## src/rtl/mem_stage.sv

```systemverilog
// MEM stage of the five-stage pipeline: waits for the data SRAM response, buffers it
// while WB stalls, extracts the load value, and discards responses orphaned by a flush.
module mem_stage (
    input  logic         clk,
    input  logic         resetn,
    input  logic         ws_allowin,
    output logic         ms_allowin,
    input  logic         es_to_ms_valid,
    input  logic [109:0] es_to_ms_bus,
    input  logic         es_req_inflight,
    input  logic         data_sram_data_ok,
    input  logic [31:0]  data_sram_rdata,
    input  logic         wb_ex,
    output logic         ms_to_ws_valid,
    output logic [103:0] ms_to_ws_bus,
    output logic [39:0]  ms_fwd_bus,
    output logic         ms_ex
);

    typedef enum logic [1:0] {
        S_IDLE = 2'd0,
        S_WAIT = 2'd1,
        S_BUF  = 2'd2
    } state_t;

    state_t        state;
    state_t        state_next;
    logic          ms_valid;
    logic [109:0]  bus_r;
    logic [1:0]    discard_cnt;
    logic [1:0]    discard_next;
    logic [31:0]   rdata_buf;

    logic [33:0]   csr_data;
    logic          ld_b;
    logic          ld_bu;
    logic          ld_h;
    logic          ld_hu;
    logic          ld_w;
    logic          mem_req;
    logic          gr_we;
    logic [4:0]    dest;
    logic [31:0]   alu_result;
    logic [31:0]   pc;
    logic          is_load;

    logic          es_mem_req;
    logic          data_ok_accepted;
    logic          ms_ready_go;
    logic          entering;
    logic          next_is_mem;

    logic [2:0]    discard_sum;
    logic          discard_drop;
    logic [2:0]    discard_left;

    logic [31:0]   load_data;
    logic [7:0]    load_byte;
    logic [15:0]   load_half;
    logic [31:0]   load_result;
    logic [31:0]   final_result;
    logic          load_pending;

    assign csr_data   = bus_r[109:76];
    assign ld_b       = bus_r[75];
    assign ld_bu      = bus_r[74];
    assign ld_h       = bus_r[73];
    assign ld_hu      = bus_r[72];
    assign ld_w       = bus_r[71];
    assign mem_req    = bus_r[70];
    assign gr_we      = bus_r[69];
    assign dest       = bus_r[68:64];
    assign alu_result = bus_r[63:32];
    assign pc         = bus_r[31:0];
    assign is_load    = ld_b | ld_bu | ld_h | ld_hu | ld_w;

    assign es_mem_req = es_to_ms_bus[70];

    // Only a response arriving while waiting with nothing left to discard belongs to us.
    assign data_ok_accepted = data_sram_data_ok & (discard_cnt == 2'd0) & (state == S_WAIT);
    assign ms_ready_go      = !mem_req | data_ok_accepted | (state == S_BUF);
    assign ms_allowin       = !ms_valid | (ms_ready_go & ws_allowin);
    assign ms_to_ws_valid   = ms_valid & ms_ready_go & !wb_ex;
    assign entering         = es_to_ms_valid & ms_allowin;
    assign next_is_mem      = entering & es_mem_req;

    always_comb begin
        state_next = state;
        if (wb_ex) begin
            state_next = S_IDLE;
        end else begin
            unique case (state)
                S_IDLE: begin
                    if (next_is_mem) state_next = S_WAIT;
                end
                S_WAIT: begin
                    if (data_ok_accepted) begin
                        if (ws_allowin) state_next = next_is_mem ? S_WAIT : S_IDLE;
                        else            state_next = S_BUF;
                    end
                end
                S_BUF: begin
                    if (ws_allowin) state_next = next_is_mem ? S_WAIT : S_IDLE;
                end
                default: state_next = S_IDLE;
            endcase
        end
    end

    // A flush orphans the waiting response and EXE's in-flight one; a coincident data_ok pays one off.
    always_comb begin
        discard_sum  = {1'b0, discard_cnt}
                     + {2'b00, wb_ex & ms_valid & (state == S_WAIT)}
                     + {2'b00, wb_ex & es_req_inflight};
        discard_drop = data_sram_data_ok & (discard_sum != 3'd0);
        discard_left = discard_sum - {2'b00, discard_drop};
        discard_next = (discard_left > 3'd3) ? 2'd3 : discard_left[1:0];
    end

    always_ff @(posedge clk or negedge resetn) begin
        if (!resetn) begin
            state       <= S_IDLE;
            ms_valid    <= 1'b0;
            discard_cnt <= 2'd0;
            rdata_buf   <= 32'd0;
        end else begin
            state       <= state_next;
            discard_cnt <= discard_next;
            if (wb_ex)           ms_valid <= 1'b0;
            else if (ms_allowin) ms_valid <= es_to_ms_valid;
            if (wb_ex)
                rdata_buf <= 32'd0;
            else if (data_ok_accepted && !ws_allowin)
                rdata_buf <= data_sram_rdata;
        end
    end

    always_ff @(posedge clk) begin
        if (es_to_ms_valid && ms_allowin) bus_r <= es_to_ms_bus;
    end

    assign load_data = (state == S_BUF) ? rdata_buf : data_sram_rdata;
    assign load_half = alu_result[1] ? load_data[31:16] : load_data[15:0];

    always_comb begin
        load_byte = load_data[7:0];
        unique case (alu_result[1:0])
            2'b00:   load_byte = load_data[7:0];
            2'b01:   load_byte = load_data[15:8];
            2'b10:   load_byte = load_data[23:16];
            2'b11:   load_byte = load_data[31:24];
            default: load_byte = load_data[7:0];
        endcase
    end

    always_comb begin
        load_result = load_data;
        if (ld_b)       load_result = {{24{load_byte[7]}}, load_byte};
        else if (ld_bu) load_result = {24'd0, load_byte};
        else if (ld_h)  load_result = {{16{load_half[15]}}, load_half};
        else if (ld_hu) load_result = {16'd0, load_half};
        else            load_result = load_data;
    end

    assign final_result = (mem_req & is_load) ? load_result : alu_result;
    assign load_pending = ms_valid & is_load & !ms_ready_go;

    assign ms_to_ws_bus = {csr_data, gr_we, dest, final_result, pc};
    assign ms_fwd_bus   = {ms_valid, gr_we & ms_valid, dest, final_result, load_pending};
    assign ms_ex        = ms_valid & (csr_data[30] | csr_data[29]);

endmodule

```

## config.mk

```make
export PLATFORM = sky130hd
export DESIGN_NAME = mem_stage
export DESIGN_NICKNAME = d
export VERILOG_FILES = /design/src/rtl/mem_stage.sv
export SDC_FILE = /design/constraint.sdc
export NUM_CORES = 1
export LEC_CHECK = 0
export BUFFER_PORTS_ARGS = -buffer_cell sky130_fd_sc_hd__buf_2
export CORE_MARGIN = 1
export CORE_UTILIZATION = 25
export CTS_CLUSTER_SIZE = 40
export DETAILED_ROUTE_END_ITERATION = 10
export PLACE_DENSITY_LB_ADDON = 0.08
export SYNTH_ARGS = -nofsm -noshare
export SYNTH_HDL_FRONTEND = slang
export SYNTH_SLANG_ARGS = --single-unit
```

## constraint.sdc

```tcl
create_clock -name clk -period 8.1 [get_ports clk]
set_input_delay 1.62 -clock clk [delete_from_list [all_inputs] [get_ports clk]]
set_output_delay 1.62 -clock clk [all_outputs]
set_load 0.005 [all_outputs]
```

## After elaboration in Yosys (flattened, before gate mapping)

Index checks and enable logic that the tools add are counted.

- Bits of input ports: 149
- Register bits: 147
- Output and inout port bits: 147
- Logic and storage cells: 75

- Bitwise operators: 24
- Reductions and logical operators: 14
- Add/subtract/negate cells: 3
- Magnitude comparators: 1
- Mux-type cells: 20
- Eq/ne operators: 8

Operators by type and width:

| cell | count |
|---|---|
| two-way mux 32 bit | 8 |
| one-hot mux 8 bit (4 select lines) | 1 |
| bitwise AND 1 bit | 16 |
| two-way mux 16 bit | 1 |
| two-way mux 2 bit | 6 |
| inequality test 3 bit (second input constant) | 3 |
| bitwise OR 1 bit | 8 |
| == test 2 bit (second input constant) | 3 |
| zero test 2 bit | 3 |
| one-hot mux 2 bit (3 select lines) | 1 |
| zero test 1 bit | 5 |
| == test 2 x 1 -> 1 bit (second input constant) | 2 |
| nonzero test 2 bit | 2 |
| adder 2 x 1 -> 3 bit | 1 |
| adder 3 x 1 -> 3 bit | 1 |
| greater-than comparator 3 x 2 -> 1 bit (second input constant) | 1 |
| two-way mux 1 bit | 3 |
| AND reduction 3 bit | 1 |
| nonzero test 3 bit | 1 |
| subtractor 3 x 1 -> 3 bit | 1 |
| logical AND 1 bit | 2 |

## Depth between registers and ports, before layout

Gate-level depths: netlist (run 1).

- Depth after elaboration: 14
- Mapped depth: 11
- Gate-level depth less buffers: 11

## Worst setup path after synthesis (run 1)

Ideal clock, no wire load.

- Path kind: input to register
- Start: input port data_sram_data_ok
- End: register bus_r[0], enable pin
- Library setup time: 481 ps
- Path buffers: 0
- Data arrival time: 4674 ps
- Data required time: 7619 ps
- Slack: 2945 ps
- Stages: 3
- Cell sequence: a311oi_1 o21ai_0 and2_1

- Longest elaborated chain between the ends: 7

RTL lines:

| element | RTL line | RTL |
|---|---|---|
| start, declared | 11 | `input logic data_sram_data_ok,` |
| bitwise AND 1 bit (2 in a row) | 80 | `assign data_ok_accepted = data_sram_data_ok & (discard_cnt == 2'd0) & (state == S_WAIT);` |
| bitwise OR 1 bit (2 in a row) | 81 | `assign ms_ready_go = !mem_req \| data_ok_accepted \| (state == S_BUF);` |
| bitwise AND 1 bit | 82 | `assign ms_allowin = !ms_valid \| (ms_ready_go & ws_allowin);` |
| bitwise OR 1 bit | 82 |  |
| net ms_allowin | 7 | `output logic ms_allowin,` |
| logical AND 1 bit | 139 | `if (es_to_ms_valid && ms_allowin) bus_r <= es_to_ms_bus;` |
| end signal, assigned | 139 |  |
| end, declared | 29 | `logic [109:0] bus_r;` |

The timed path passes the listed nets, and every way through them passes these cells.
A chain may end at the register's enable or synchronous reset.

## Worst setup path in the final report (run 1)

- Start: register state[1]
- End: output port ms_fwd_bus[10]

- Longest elaborated chain between the ends: 8
- Elaborated cells on any way between the ends: 9
- Those cells by class: 1 x eq/ne; 8 x mux

RTL lines:

| element | RTL line | RTL |
|---|---|---|
| start, declared | 26 | `state_t state;` |
| start signal, assigned | 127 | `state <= state_next;` |
| == test 2 bit * | 142 | `assign load_data = (state == S_BUF) ? rdata_buf : data_sram_rdata;` |
| two-way mux 32 bit * | 142 |  |
| two-way mux 16 bit | 143 | `assign load_half = alu_result[1] ? load_data[31:16] : load_data[15:0];` |
| two-way mux 32 bit | 161 | `else if (ld_hu) load_result = {16'd0, load_half};` |
| two-way mux 32 bit | 160 | `else if (ld_h) load_result = {{16{load_half[15]}}, load_half};` |
| two-way mux 32 bit | 159 | `else if (ld_bu) load_result = {24'd0, load_byte};` |
| two-way mux 32 bit * | 158 | `if (ld_b) load_result = {{24{load_byte[7]}}, load_byte};` |
| two-way mux 32 bit * | 165 | `assign final_result = (mem_req & is_load) ? load_result : alu_result;` |
| end, declared | 16 | `output logic [39:0] ms_fwd_bus,` |

Mark *: on every way between the ends. The rest lies on a longest branch, timed or not.

==> impl_summary.txt, run 1 <==
----------------------------------------------------
[Floorplan]
  Height of the die ... 172 um
  Floorplan core area ... 28,000 um2
  Die footprint ... 29,500 um2
  Die width ... 172 um
  Standard-cell rows ... 61
  Top Ports ... 296
  Initial cell density of the core ... 25.7%

[STA]
  Max-slew violation total from the final report ... 0
  Unrepaired setup endpoints after global routing ... false
  Setup slack after layout ... 2840 ps
  Post-Route Skew ... 12.5 ps
  Hold Vio Cnt, Final ... 0
  Remaining max-slew budget at the tightest pin ... 37.3%
  FMAX ... 190 MHz
  Setup-failing EPs final ... 0
  Post-route fraction of the period consumed by the critical path ... 64.9%
  Worst Max-Slew Pin Slew ... 941 ps
  Setup TNS after final layout ... 0 ps
  Shortest clock period the worst path allows after layout ... 5260 ps

[Power]
  Power share of the clock group ... 42.2%
  Power density over the cells ... 226 nW/um2
  Leak pwr ... 3.73 nW
  Proportion of total power due to net switching ... 28.5%
  Peak supply drop ... 0.108 mV
  Sequential fraction of design power ... 44.3%
  Int Power ... 0.00143 W
  Final Power ... 0.00199 W
  Switch Pwr ... 0.000569 W
  Part of the power in combinational logic ... 13.5%

[Layout]
  Fraction of layout cells with a size suffix above 1 ... 52.6%
  Relative area change from synthesis to final layout ... 22.9%
  Share of the core filled with cells in the final layout ... 31.5%
  Final nets ... 891

[Detailed routing]
  DRT Wirelength ... 21,800 um
  Remaining design rule violation count ... 0
  Number of optimization iterations in the first detailed-route pass ... 4
  Number of routed nets with antenna violations ... 0
  DRC marker count from the first detailed-route iteration ... 254
  Vias per Instance ... 4.28
  Via count of the routed design ... 4,842
  Routed WL per cell ... 19.3 um

[Min path]
  Worst min-delay path startpoint ... rdata_buf[1]$_DFFE_PN0P_
  Count of cells along the worst hold path ... 1
  Min-delay worst type ... reg2reg
  Hold Crit Endpoint ... rdata_buf[1]$_DFFE_PN0P_

[Critical path]
  Worst reg-to-reg path cell count ... 5
  Critical Path RT ... 6480 ps
  Top fanout value on the critical path ... 24
  Worst reg2reg startpoint ... state[1]$_DFFE_PN0P_
  Critical path arrival ... 3640 ps
  Startpoint class of the critical path ... register
  Capture instance of the worst register-to-register path ... bus_r[48]$_DFFE_PN_
  Setup slack of the worst register-to-register path ... 4710 ps
  Sort of element at the end of the critical path ... output port
  Start-to-end type of the worst setup path ... reg2out

[Placed design]
  Half-perimeter wire length after detailed placement ... 16,400 um
  # port buffers ... 295
  Post-Place Setup Slack ... 3000 ps
  Gpl congestion ... 0.782

[Global route]
  Largest net degree at the start of global routing ... 67
  Total routing resource utilization after global routing ... 14.8%
  First-pass GRT wire length ... 31,200 um
  Initial antenna violation count ... 2
  Remaining Overflow, GRT ... 0
  Vias in the first global route ... 5,150

[Synthesis]
  Mean cell area of the mapped netlist ... 13.0 um2
  Top area cells in the synthesized netlist ... sky130_fd_sc_hd__edfxtp_1 46%, sky130_fd_sc_hd__dfrtp_1 13%, sky130_fd_sc_hd__buf_4 12%
  Async set-or-reset flop fraction in the synthesized netlist ... 25.2%
  Post-synthesis net count ... 708
  Number of flops mapped to enable cells by yosys ... 110
  Synthesized flop and latch total ... 147
  Area leader, netlist ... sky130_fd_sc_hd__edfxtp_1
  Yosys warning count ... 0
  Post-Synthesis Cell Area ... 7190 um2
  Top cells by count, synth ... 115 x sky130_fd_sc_hd__buf_4, 110 x sky130_fd_sc_hd__edfxtp_1, 37 x sky130_fd_sc_hd__dfrtp_1, 37 x sky130_fd_sc_hd__mux2i_1, 35 x sky130_fd_sc_hd__a22o_1
  Proportion of netlist area held by the largest area contributor ... 45.9%
  Prevailing post-synth register cell ... sky130_fd_sc_hd__edfxtp_1
  Yosys cell types ... 54
  Most frequent cell after synthesis ... sky130_fd_sc_hd__buf_4
  Portion of the post-synthesis area used by sequential elements ... 58.8%
  Number of cells produced by synthesis ... 555

[Clocking]
  Clock transition at the registers of the reported paths ... 70 ps
  Count of cells resized by post-cts repair ... 0
  Clock sink count ... 147
  Max Root-Sink Buffers ... 2
  Number of post-CTS setup repair buffers ... 0
  CTS Hold Buffers Added ... 0
  Clock tree from TritonCTS ... yes
  CTS buffer count ... 17
  Number of H-tree levels ... 4
  Insertion delay of the later-clocked pin in the worst-skew pair ... 430 ps
  Root Buffer ... sky130_fd_sc_hd__clkbuf_16

[Outcome]
  Result of the run ... finished, final reports clean

[Job]
  Max-cap violations ... 0

----------------------------------------------------
worst max path at each step:
| stage | start | to | slack (ps) | cells past startpoint |
|---|---|---|---|---|
| 3_3_place_gp | data_sram_rdata[15] | ms_fwd_bus[17] | 3010 | 7 |
| 6_report | state[1]$_DFFE_PN0P_ | ms_fwd_bus[10] | 2840 | 8 |
| 3_5_place_dp | data_sram_rdata[15] | ms_to_ws_bus[48] | 3000 | 7 |
| 4_1_cts | state[1]$_DFFE_PN0P_ | ms_fwd_bus[10] | 2780 | 8 |
| 5_1_grt | state[1]$_DFFE_PN0P_ | ms_fwd_bus[10] | 2660 | 8 |
| 2_1_floorplan | data_sram_data_ok | bus_r[0]$_DFFE_PN_ | 2950 | 3 |
placed cells by master (no fill, tap or decap), types with 3 or more instances in the layout:
cell	netlist	layout
sky130_fd_sc_hd__nand3_1	3	3
sky130_fd_sc_hd__inv_1	11	11
sky130_fd_sc_hd__mux2i_1	37	37
sky130_fd_sc_hd__nand2_2	10	10
sky130_fd_sc_hd__ha_1	3	3
sky130_fd_sc_hd__nor2_2	19	20
sky130_fd_sc_hd__a22o_1	35	35
sky130_fd_sc_hd__inv_6	0	4
sky130_fd_sc_hd__nand2_1	28	28
sky130_fd_sc_hd__a21oi_1	10	10
sky130_fd_sc_hd__edfxtp_1	110	110
sky130_fd_sc_hd__nor2_1	18	17
sky130_fd_sc_hd__inv_8	0	5
sky130_fd_sc_hd__a21oi_2	20	20
sky130_fd_sc_hd__clkinv_8	0	5
sky130_fd_sc_hd__clkbuf_16	0	17
sky130_fd_sc_hd__dfrtp_1	37	37
sky130_fd_sc_hd__o22a_1	7	7
sky130_fd_sc_hd__o21a_1	3	3
sky130_fd_sc_hd__o21ai_0	21	21
sky130_fd_sc_hd__buf_4	115	6
sky130_fd_sc_hd__buf_2	7	295
sky130_fd_sc_hd__o21ai_1	3	3
power by group through the flow:
stage,Clock [W],Combinational [W],Sequential [W]
6_report,0.000842,0.000269,0.000883
5_1_grt,0.000897,0.000301,0.000888
3_5_place_dp,0,0.000276,0.000899
4_1_cts,0.000869,0.000277,0.000884
2_1_floorplan,0,0.000185,0.000894
3_3_place_gp,0,0.000271,0.000898
per-layer routing:
metal	up-vias	GRT usage [%]	wire [um]
met3	17	5.20	1620
met5	-	0	11
met2	200	24.4	10600
met4	2	3.69	242
met1	2353	18.3	9310
li1	2270	-	-
kinds of logic (layout without fill, tap and decap cells):
group	after synthesis	count (layout)	share of synthesized area (%)
buf+inv	148	344	14.6
flops	147	147	58.8
compound gates	121	121	13.3
simple gates	94	94	6.58
mux	40	40	5.78
fa+ha+maj	4	4	0.800
xor+xnor	1	1	0.122
other cells	0	1	0
worst max-delay path: stages, from the launching register on:
cell	delay, ps
sky130_fd_sc_hd__dfrtp_1	430
sky130_fd_sc_hd__nor2b_4	520
sky130_fd_sc_hd__buf_4	420
sky130_fd_sc_hd__mux2i_1	520
sky130_fd_sc_hd__o221ai_1	320
sky130_fd_sc_hd__a31oi_4	210
sky130_fd_sc_hd__buf_4	390
sky130_fd_sc_hd__a21oi_1	180
sky130_fd_sc_hd__buf_2	190
sequential cells by signal, indices dropped and copies added (netlist names):
signal / flops
state: 2
bus_r: 110
discard_cnt: 2
ms_valid: 1
rdata_buf: 32
area by class of cell:
type                            count  area (um2)
Clock buffer                       17         425
Antenna cell                        1        2.50
Tap cell                          378         473
Multi-Input combinational cell    260        1940
Clock inverter                     15         203
Inverter                           11        41.3
Fill cell                        2893       19200
Timing Repair Buffer              301        1520
Sequential cell                   147        4230
metrics by stage:
stage | instances | area [um2] | hold WS [ps]
after global routing | 1129 | 8830 | 524
after global placement | 1097 | 8210 | 489
after floorplan | 555 | 7190 | 472
after detailed placement | 1097 | 8210 | 493
final | 1130 | 8840 | 508
after CTS | 1129 | 8830 | 512
(Power assumes the default switching activity.)
==> run 2, diff against run 1 <==
Clock period 8.1 ns to 5 ns, I/O delays scaled along.
==> impl_summary.txt, run 2 (synthesis gave the netlist of run 1 again) <==
----------------------------------------------------
[Critical path]
  Start-to-end type of the worst setup path ... reg2out (unchanged)
  Top fanout value on the critical path ... 16 (was 24)
  CP peak stage delay ... 800 ps (was 520 ps)
  Cells traversed along the worst timing path ... nor4bb_1, a311o_1, o221ai_1, a31oi_4, buf_4, a21oi_2, buf_2 (was nor2b_4, buf_4, mux2i_1, o221ai_1, a31oi_4, buf_4, a21oi_1, buf_2)
  Sort of element at the end of the critical path ... output port (unchanged)
  Count of buffer and inverter cells on the critical path ... 2 (was 3)
  Highest-delay cell along the critical path ... sky130_fd_sc_hd__edfxtp_1 (was sky130_fd_sc_hd__nor2b_4)
  Critical Path RT ... 4000 ps (was 6480 ps)
  Critical path arrival ... 3130 ps (was 3640 ps)
  Category of cells accounting for the largest share of critical-path delay ... compound AO/OA/AOI/OAI gates (was buffers and inverters)
  Startpoint class of the critical path ... register (unchanged)

[Power]
  Int Power ... 0.00235 W (was 0.00143 W)
  Leak pwr ... 3.73 nW (about the same)
  Power share of the clock group ... 42.2% (about the same)
  Switch Pwr ... 0.000881 W (was 0.000569 W)
  Power density over the cells ... 365 nW/um2 (was 226 nW/um2)
  Part of the power in combinational logic ... 13.5% (about the same)
  Proportion of total power due to net switching ... 27.3% (was 28.5%)
  Peak supply drop ... 0.203 mV (was 0.108 mV)
  Sequential fraction of design power ... 44.3% (about the same)

[STA]
  Post-Route Skew ... 13.4 ps (was 12.5 ps)
  Unrepaired setup endpoints after global routing ... false (unchanged)
  Final worst hold slack ... 509 ps (was 508 ps)
  Shortest clock period the worst path allows after layout ... 4130 ps
  Max-slew violation total from the final report ... 0 (unchanged)
  Post-route fraction of the period consumed by the critical path ... 82.5%
  Worst Max-Slew Pin Slew ... 904 ps (was 941 ps)
  FMAX ... 242 MHz
  Remaining max-slew budget at the tightest pin ... 38.9% (was 37.3%)
  Setup-failing EPs final ... 0 (unchanged)
  Setup TNS after final layout ... 0 ps (unchanged)
  Hold Vio Cnt, Final ... 0 (unchanged)

[Clocking]
  Clock tree from TritonCTS ... yes (unchanged)
  Number of H-tree levels ... 4 (unchanged)
  CTS Hold Buffers Added ... 0 (unchanged)
  Insertion delay of the later-clocked pin in the worst-skew pair ... 430 ps (about the same)
  Max Root-Sink Buffers ... 2 (unchanged)
  Clock sink count ... 147 (unchanged)
  CTS buffer count ... 17 (unchanged)
  Clock transition at the registers of the reported paths ... 70 ps (about the same)
  Number of post-CTS setup repair buffers ... 0 (unchanged)
  Root Buffer ... sky130_fd_sc_hd__clkbuf_16 (unchanged)
  Count of cells resized by post-cts repair ... 0 (unchanged)

[Layout]
  Relative area change from synthesis to final layout ... 22.9% (about the same)
  Commonest non-fill, non-tap cell in the layout ... sky130_fd_sc_hd__buf_2 (unchanged)
  Multi-input gate area in the final layout ... 1940 um2 (unchanged)
  Commonest cells after routing, fill and taps aside ... 295 x sky130_fd_sc_hd__buf_2, 110 x sky130_fd_sc_hd__edfxtp_1, 37 x sky130_fd_sc_hd__mux2i_1, 37 x sky130_fd_sc_hd__dfrtp_1, 35 x sky130_fd_sc_hd__a22o_1 (unchanged)
  Storage element area ... 4230 um2 (unchanged)
  Largest registers ... bus_r x110, rdata_buf x32 (unchanged)
  Largest register by flop count ... bus_r (unchanged)
  Fill cells ... 2,923 (was 2,893)
  Final nets ... 892 (was 891)
  Flip-flop count of the largest register, all copies and words added ... 110 (unchanged)
  Fraction of layout cells with a size suffix above 1 ... 52.5% (was 52.6%)

[Job]
  Max-cap violations ... 0 (unchanged)

[Detailed routing]
  Remaining design rule violation count ... 0 (unchanged)
  Via count of the routed design ... 4,871 (was 4,842)
  Vias per Instance ... 4.31 (was 4.28)
  DRC marker count from the first detailed-route iteration ... 250 (was 254)
  Number of optimization iterations in the first detailed-route pass ... 4 (unchanged)
  Routed WL per cell ... 19.4 um (was 19.3 um)
  DRT Wirelength ... 21,900 um (was 21,800 um)
  Number of routed nets with antenna violations ... 0 (unchanged)

[Floorplan]
  Standard-cell rows ... 61 (unchanged)
  Die width ... 172 um (unchanged)
  Floorplan core area ... 28,000 um2 (unchanged)
  Die footprint ... 29,500 um2 (unchanged)
  Initial cell density of the core ... 25.7% (unchanged)
  Top Ports ... 296 (unchanged)
  Height of the die ... 172 um (unchanged)

[Global route]
  Initial antenna violation count ... 2 (unchanged)
  Largest net degree at the start of global routing ... 60 (was 67)
  Vias in the first global route ... 5,148 (was 5,150)
  Remaining Overflow, GRT ... 0 (unchanged)
  Total routing resource utilization after global routing ... 15.1% (was 14.8%)
  First-pass GRT wire length ... 31,600 um (was 31,200 um)

[Placed design]
  Half-perimeter wire length after detailed placement ... 16,700 um (was 16,400 um)
  Gpl congestion ... 0.782 (unchanged)
  # port buffers ... 295 (unchanged)

[Outcome]
  Result of the run ... finished, final reports clean (unchanged)

[Min path]
  Min-delay worst type ... reg2reg (unchanged)

----------------------------------------------------
run 2: changes by cell type in the layout (fill, tap and decap cells not counted), sizes merged:
cell    previous run  this run
clkinv             5         3
clkbuf            17        18
bufinv             1         2
buf              301       302
run 2: cell type report:
cell class                 instances  share of cell area [%]
inverter                          11                   0.467
multi-input combinational        260                    21.9
antenna                            1                  0.0283
timing repair buffer             302                    17.4
clock buffer                      18                    4.85
sequential                       147                    47.8
tap                              378                    5.35
clock inverter                    14                    2.09
run 2: power by group through the flow:
| stage | sequential (W) | combinational, W | clock [W] |
|---|---|---|---|
| after floorplan | 0.00145 | 0.000300 | 0 |
| after global placement | 0.00145 | 0.000440 | 0 |
| after detailed placement | 0.00146 | 0.000445 | 0 |
| after CTS | 0.00143 | 0.000447 | 0.00141 |
| after global routing | 0.00144 | 0.000488 | 0.00145 |
| final | 0.00143 | 0.000435 | 0.00136 |
run 2: worst reg2reg max path, cell delays in order (launching register included):
cell and delay, ps:
sky130_fd_sc_hd__dfrtp_1 420, sky130_fd_sc_hd__nor2b_4 380, sky130_fd_sc_hd__a311oi_1 160, sky130_fd_sc_hd__o21ai_0 390
sky130_fd_sc_hd__and2_4 670, sky130_fd_sc_hd__buf_12 460
run 2: stage by stage:
stage          power (W)  setup slack, ps  area, um2  util (%)  instances
2_1_floorplan    0.00175              465       7190         -        555
3_3_place_gp     0.00189             1130       8230      29.4       1098
3_5_place_dp     0.00190             1140       8230      29.4       1098
4_1_cts          0.00328              789       8840      31.6       1130
5_1_grt          0.00337              621       8840      31.6       1130
6_report         0.00323              875       8840      31.6       1131
run 2: per-layer routing:
metal  wire length, um  GRT usage [%]  vias to the layer above
met4               230           4.66                        2
met1              9340           18.4                     2372
li1                  -              -                     2271
met3              1690           5.15                       14
met5                10              0                        -
met2             10600           24.8                      212
run 2: path summary, 6_finish.rpt:
check	startpoint	end	slack [ps]	depth (start not counted)
max	bus_r[32]$_DFFE_PN_	ms_fwd_bus[12]	870	7
min in group asynchronous	resetn	ms_valid$_DFFE_PN0P_	690	1
max reg2reg	state[1]$_DFFE_PN0P_	bus_r[101]$_DFFE_PN_	2140	5
max in group asynchronous	resetn	rdata_buf[14]$_DFFE_PN0P_	3710	1
min	rdata_buf[20]$_DFFE_PN0P_	rdata_buf[20]$_DFFE_PN0P_	510	1
min reg2reg	rdata_buf[20]$_DFFE_PN0P_	rdata_buf[20]$_DFFE_PN0P_	510	1
